## config.mk

```make
export PLATFORM = sky130hd
export DESIGN_NAME = period_meter_flat
export DESIGN_NICKNAME = d
export VERILOG_FILES = /design/src/rtl/period_meter_if.sv /design/src/rtl/period_meter.sv /design/src/flat_wrapper.sv
export SDC_FILE = /design/constraint.sdc
export NUM_CORES = 1
export LEC_CHECK = 0
export BUFFER_PORTS_ARGS = -buffer_cell sky130_fd_sc_hd__buf_2
export CAP_MARGIN = 20
export CORE_MARGIN = 4
export CORE_UTILIZATION = 35
export DETAILED_ROUTE_END_ITERATION = 12
export PLACE_DENSITY = 0.55
export SYNTH_ARGS = -nofsm -noshare
export SYNTH_HDL_FRONTEND = slang
export SYNTH_SLANG_ARGS = --single-unit
```

## constraint.sdc

```tcl
create_clock -name clk_4kHz -period 6.45 [get_ports clk_4kHz]
set_input_delay 0.3225 -clock clk_4kHz [delete_from_list [all_inputs] [get_ports clk_4kHz]]
set_output_delay 0.3225 -clock clk_4kHz [all_outputs]
set_load 0.02 [all_outputs]
```

## src/rtl/period_meter_if.sv

```systemverilog
// Signal bundle for period_meter: the slow input plus the measurement results.
// PERIOD_METER_FULL_EN adds the full-period sum and its valid pulse.
interface period_meter_if #(
    parameter int CNT_W = 14
);
    logic             sig_in;
    logic [CNT_W-1:0] half_period;
    logic             period_valid;
    logic             in_range;
    logic             locked;
    logic             timeout;
`ifdef PERIOD_METER_FULL_EN
    logic [CNT_W:0]   full_period;
    logic             full_valid;
`endif

`ifdef PERIOD_METER_FULL_EN
    modport master (input sig_in,
                    output half_period, period_valid, in_range, locked, timeout,
                    output full_period, full_valid);
    modport slave  (output sig_in,
                    input half_period, period_valid, in_range, locked, timeout,
                    input full_period, full_valid);
`else
    modport master (input sig_in,
                    output half_period, period_valid, in_range, locked, timeout);
    modport slave  (output sig_in,
                    input half_period, period_valid, in_range, locked, timeout);
`endif
endinterface

```

## src/rtl/period_meter.sv

```systemverilog
// Half-period meter for a slow square wave on the 4 kHz domain, with lock and timeout.
// Optional feature macro PERIOD_METER_FULL_EN adds the sum of the last two half-periods.
module period_meter #(
    parameter int CNT_W       = 14,
    parameter int NOM_HALF    = 2000,
    parameter int TOL         = 20,
    parameter int LOCK_N      = 2,
    parameter int TIMEOUT_CYC = 4000
) (
    input  logic             clk_4kHz,
    input  logic             rst,
    period_meter_if.master   bus
);
    localparam int             LC_W      = $clog2(LOCK_N + 1);
    localparam logic [CNT_W:0] RANGE_LO  = (CNT_W + 1)'(NOM_HALF - TOL);
    localparam logic [CNT_W:0] RANGE_HI  = (CNT_W + 1)'(NOM_HALF + TOL);
    localparam logic [CNT_W:0] TIMEOUT_V = (CNT_W + 1)'(TIMEOUT_CYC);
    localparam logic [CNT_W-1:0] CNT_MAX = {CNT_W{1'b1}};

    typedef enum logic {IDLE, MEASURE} state_e;

    state_e            state_q, state_d;
    logic              s1_q, s2_q, s3_q;
    logic [CNT_W-1:0]  cnt_q, cnt_d;
    logic [CNT_W-1:0]  half_q, half_d;
    logic              pv_q, pv_d;
    logic              rng_q, rng_d;
    logic              lock_q, lock_d;
    logic              to_q, to_d;
    logic [LC_W-1:0]   lc_q, lc_d;

    logic              sig_edge;
    logic [CNT_W:0]    meas;
    logic              meas_ok;
    logic [LC_W-1:0]   lc_inc;

`ifdef PERIOD_METER_FULL_EN
    logic [CNT_W-1:0]  prev_q, prev_d;
    logic              have_q, have_d;
    logic [CNT_W:0]    fp_q, fp_d;
    logic              fv_q, fv_d;
`endif

    // The fixed synchronizer latency is identical for every edge, so it cancels out.
    assign sig_edge = s2_q ^ s3_q;
    assign meas     = {1'b0, cnt_q} + (CNT_W + 1)'(1);
    assign meas_ok  = (meas >= RANGE_LO) && (meas <= RANGE_HI);
    assign lc_inc   = (lc_q == LC_W'(LOCK_N)) ? lc_q : lc_q + LC_W'(1);

    // NOTE: every flop uses <= so all registers sample pre-edge values together.
    always_ff @(posedge clk_4kHz or posedge rst) begin
        if (rst) begin
            s1_q    <= 1'b0;
            s2_q    <= 1'b0;
            s3_q    <= 1'b0;
            state_q <= IDLE;
            cnt_q   <= '0;
            half_q  <= '0;
            pv_q    <= 1'b0;
            rng_q   <= 1'b0;
            lock_q  <= 1'b0;
            to_q    <= 1'b0;
            lc_q    <= '0;
`ifdef PERIOD_METER_FULL_EN
            prev_q  <= '0;
            have_q  <= 1'b0;
            fp_q    <= '0;
            fv_q    <= 1'b0;
`endif
        end else begin
            s1_q    <= bus.sig_in;
            s2_q    <= s1_q;
            s3_q    <= s2_q;
            state_q <= state_d;
            cnt_q   <= cnt_d;
            half_q  <= half_d;
            pv_q    <= pv_d;
            rng_q   <= rng_d;
            lock_q  <= lock_d;
            to_q    <= to_d;
            lc_q    <= lc_d;
`ifdef PERIOD_METER_FULL_EN
            prev_q  <= prev_d;
            have_q  <= have_d;
            fp_q    <= fp_d;
            fv_q    <= fv_d;
`endif
        end
    end

    // NOTE: defaults first so no path leaves a variable unassigned (no latches).
    always_comb begin
        state_d = state_q;
        cnt_d   = cnt_q;
        half_d  = half_q;
        pv_d    = 1'b0;
        rng_d   = rng_q;
        lock_d  = lock_q;
        to_d    = to_q;
        lc_d    = lc_q;
`ifdef PERIOD_METER_FULL_EN
        prev_d  = prev_q;
        have_d  = have_q;
        fp_d    = fp_q;
        fv_d    = 1'b0;
`endif
        case (state_q)
            IDLE: begin
                cnt_d = '0;
                if (sig_edge) begin
                    state_d = MEASURE;
                    to_d    = 1'b0;
                end
            end
            MEASURE: begin
                if (sig_edge) begin
                    half_d = meas[CNT_W-1:0];
                    pv_d   = 1'b1;
                    rng_d  = meas_ok;
                    cnt_d  = '0;
                    if (meas_ok) begin
                        lc_d   = lc_inc;
                        lock_d = (lc_inc == LC_W'(LOCK_N));
                    end else begin
                        lc_d   = '0;
                        lock_d = 1'b0;
                    end
`ifdef PERIOD_METER_FULL_EN
                    fp_d   = {1'b0, prev_q} + {1'b0, meas[CNT_W-1:0]};
                    fv_d   = have_q;
                    prev_d = meas[CNT_W-1:0];
                    have_d = 1'b1;
`endif
                end else if (meas == TIMEOUT_V) begin
                    to_d    = 1'b1;
                    lock_d  = 1'b0;
                    lc_d    = '0;
                    cnt_d   = '0;
                    state_d = IDLE;
`ifdef PERIOD_METER_FULL_EN
                    have_d  = 1'b0;
`endif
                end else begin
                    cnt_d = (cnt_q == CNT_MAX) ? cnt_q : meas[CNT_W-1:0];
                end
            end
            default: state_d = IDLE;
        endcase
    end

    assign bus.half_period  = half_q;
    assign bus.period_valid = pv_q;
    assign bus.in_range     = rng_q;
    assign bus.locked       = lock_q;
    assign bus.timeout      = to_q;
`ifdef PERIOD_METER_FULL_EN
    assign bus.full_period  = fp_q;
    assign bus.full_valid   = fv_q;
`endif
endmodule
```

## src/flat_wrapper.sv

```systemverilog
// flat-port wrapper written by rule: the top's interface ports become plain ports
module period_meter_flat 
#(
    parameter int CNT_W       = 14,
    parameter int NOM_HALF    = 2000,
    parameter int TOL         = 20,
    parameter int LOCK_N      = 2,
    parameter int TIMEOUT_CYC = 4000
)
  (clk_4kHz, rst, bus_sig_in, bus_half_period, bus_period_valid, bus_in_range, bus_locked, bus_timeout);
  period_meter_if #(.CNT_W(CNT_W)) bus_i ();
  input  logic clk_4kHz;
  input  logic rst;
  input wire logic [$bits(bus_i.sig_in)-1:0] bus_sig_in;
  output wire logic [$bits(bus_i.half_period)-1:0] bus_half_period;
  output wire logic [$bits(bus_i.period_valid)-1:0] bus_period_valid;
  output wire logic [$bits(bus_i.in_range)-1:0] bus_in_range;
  output wire logic [$bits(bus_i.locked)-1:0] bus_locked;
  output wire logic [$bits(bus_i.timeout)-1:0] bus_timeout;
  assign bus_i.sig_in = bus_sig_in;
  assign bus_half_period = bus_i.half_period;
  assign bus_period_valid = bus_i.period_valid;
  assign bus_in_range = bus_i.in_range;
  assign bus_locked = bus_i.locked;
  assign bus_timeout = bus_i.timeout;
  period_meter #(.CNT_W(CNT_W), .NOM_HALF(NOM_HALF), .TOL(TOL), .LOCK_N(LOCK_N), .TIMEOUT_CYC(TIMEOUT_CYC)) u_core (.clk_4kHz(clk_4kHz), .rst(rst), .bus(bus_i));
endmodule
```

==> results.toml <==
[synth]
ys_async_sr_fraction = 1.00
synth-seq-area-share = 0.480
synth_area_leaders = "dfrtp_1 48%, xnor2_1 5.4%, nand2_1 4.7%, o21ai_0 4.4%, a21oi_1 4.1%"
postSynthAreaPerCell_um2 = 9.70
synth_nets = 205
synth_edf_count = 0
ys.flop_type = "dfrtp_1"
ys_types = 43
synth_top_area_share = 0.480
yosysWarnings = 0
yosys.area.top_type = "dfrtp_1"
yosys_register_bits = 37
synth.cell_area_mm2 = 0.00193
syn-instance-count = 199

[clock_tree]
h-tree-depth = 2
ctsResizeCount = 0
clock_latency_ns = 0.29
cts_max_path_buffers = 2
cts.sinks = 37
cts_tree = "done"
clkSlewWorstSetupHoldPaths_ns = 0.07
ctsHoldBuffers = 0
cts_buffers = 5
root_buffer = "clkbuf_8"
cts_setup_buffers = 0

[hold_path]
hold_class = "primary input to asynchronous set/reset pin"

[timing]
slew_viol_final = 0
hold_viol_final = 0
finalSetupViolCount = 0
setup_tns_ns = 0
whs_ns = 0.127
grt_setup_unrepaired = "no"
tightest_slew_ns = 0.874
worst_clock_skew_ns = 0.00524
fmax_mhz = 358
period_share = 0.433
finalCriticalPeriod_ns = 2.79
relSlewSlack = 0.416

[pwr]
power.internal_uw = 348
seq_power_share = 0.533
comb_power_share = 0.130
leakagePower_uw = 0.000960
cellPowerDensity_mw_per_mm2 = 224
vdd_drop_max_mv = 0.0798
switching_share = 0.274
p_clk_frac = 0.336
p_switching_uw = 131

[route]
antenna_left = 0
drt-initial-drc-count = 124
wire_per_inst_um = 14.2
vias = 1435
routed_via_density = 5.04
drc_errors = 0
first_pass_iters = 4
routed_wirelength_um = 4030

[global_route]
grt_max_degree = 38
grt_antenna_before_repair = 0
grt_overflow = 0
grt_pass1_vias = 1419
grt_usage = 0.142
grt_pass1_wl_um = 7130

[floorplanning]
die_area_mm2 = 0.00677
ios = 21
coreArea_mm2 = 0.00524
start_util = 0.369
die_x_um = 82.3
chipHeight_um = 82.3
rows = 26

[cells_and_area]
diodes = 0
fin_nets = 221
area_growth_pct = 10.8
layout-drive-gt1-share = 0.153

[place]
routabilityCongestion = 0.886
hpwl_um = 2810
io_buffers = 20

[critical_path]
cp.required_ns = 6.59
startpoint_type = "flop"
critical_path_peak_fanout = 12
r2r_setup_slack_ns = 3.66
worst-setup-path-type = "flop to flop"
arrival_ns = 2.93
crit_path_end_kind = "flop"

[job]
cap_violations = 0

[status]
outcome = "finished, final reports clean"
synth_stat cells, types with 2 or more instances:
master	number
o21ai_0	17
ha_1	3
a21o_1	2
xnor2_1	12
or3_1	4
and2_1	2
nand3_1	8
nand4_1	2
buf_2	2
inv_1	9
nor4_1	2
buf_6	2
buf_4	3
mux2i_1	2
nand2_1	24
nand2b_1	3
and3_1	3
a21oi_1	16
nor3_1	2
dfrtp_1	37
nor2b_1	2
o22ai_1	4
clkbuf_1	5
xor2_1	4
a31oi_1	3
nor2_1	9
layer usage:
metal  wire length (µm)  GRT usage  vias up
met5                  0          0        -
met4                 75     0.0598        0
met3                145     0.0390        6
met2               1890      0.221       26
met1               1920      0.184      676
li1                   -          -      727
stage by stage:
step | cells | total power, µW | area (µm²) | setup WS, ns | utilization
after global placement | 278 | 323 | 2050 | 3.62 | 0.392
final | 285 | 479 | 2140 | 3.66 | 0.408
after detailed placement | 278 | 323 | 2050 | 3.62 | 0.392
after global routing | 285 | 508 | 2140 | 3.24 | 0.408
after CTS | 285 | 488 | 2140 | 3.61 | 0.408
after floorplan | 199 | 307 | 1930 | 4.17 | -
worst max-delay path, cell delays in order (launching register included):
cell      delay [ns]
dfrtp_1         0.54
ha_1            0.35
nand2_1         0.08
nor4_1          0.40
mux2i_1         0.29
nand4_1         0.24
o311ai_4        0.65
a21oi_1         0.09
flip-flops by register name, summed over array words and instances, names as in the netlist:
name and count:
u_core.bus.half_period 14, u_core.bus.in_range 1, u_core.bus.period_valid 1, u_core.bus.timeout 1, u_core.cnt_q 14, u_core.lc_q 2
u_core.s1_q 1, u_core.s2_q 1, u_core.s3_q 1, u_core.state_q 1
final timing paths:
check,start,to,depth (start not counted)
setup / recovery,u_core.cnt_q[0],u_core.cnt_q[10],7
hold / removal,rst,u_core.cnt_q[6],3
setup reg to reg,u_core.cnt_q[0],u_core.cnt_q[10],7
hold reg to reg,u_core.s1_q,u_core.s2_q,0
max in group asynchronous,rst,u_core.bus.half_period[7],3
min in group clk_4kHz,bus_sig_in,u_core.s1_q,1
placed cells by master, fill, tap and decap left out, drive strengths merged, types with 3 or more instances in the layout:
cell    synthesis  layout
a21oi          16      16
or3             4       4
o21ai          18      18
clkbuf          5       7
and3            3       3
xor2            4       4
nand3           9       9
dfrtp          37      37
nand2          25      25
a31oi           3       3
nor2            9       9
nand2b          3       3
inv             9       9
o22ai           4       4
xnor2          12      12
ha              3       3
nand4           3       3
buf             7      21
nor4            3       3
power by group through the flow:
| stage | registers, µW | clock network, µW | logic, µW |
|---|---|---|---|
| after floorplan | 263 | 0 | 43.8 |
| after detailed placement | 260 | 0 | 63.5 |
| after global placement | 260 | 0 | 63.2 |
| after global routing | 257 | 179 | 71.6 |
| after CTS | 256 | 169 | 63.6 |
| final | 255 | 161 | 62.5 |
cells by family (layout without fill, tap and decap cells):
logic type,after synthesis,in the layout,synth area share
xor+xnor,16,16,0.0726
simple gates,69,69,0.196
flops,37,37,0.480
buf+inv,21,37,0.0557
compound gates,51,51,0.167
mux,2,2,0.0104
fa+ha+maj,3,3,0.0194
area by class of cell:
| cell class | instances | area (µm²) |
|---|---|---|
| clock buffers | 7 | 86.3 |
| well taps | 70 | 87.6 |
| fillers | 542 | 3100 |
| multi-input cells | 141 | 897 |
| repair buffers | 21 | 108 |
| flip-flops and latches | 37 | 926 |
| inverters | 9 | 33.8 |
Power figures use the tool's default switching activity.
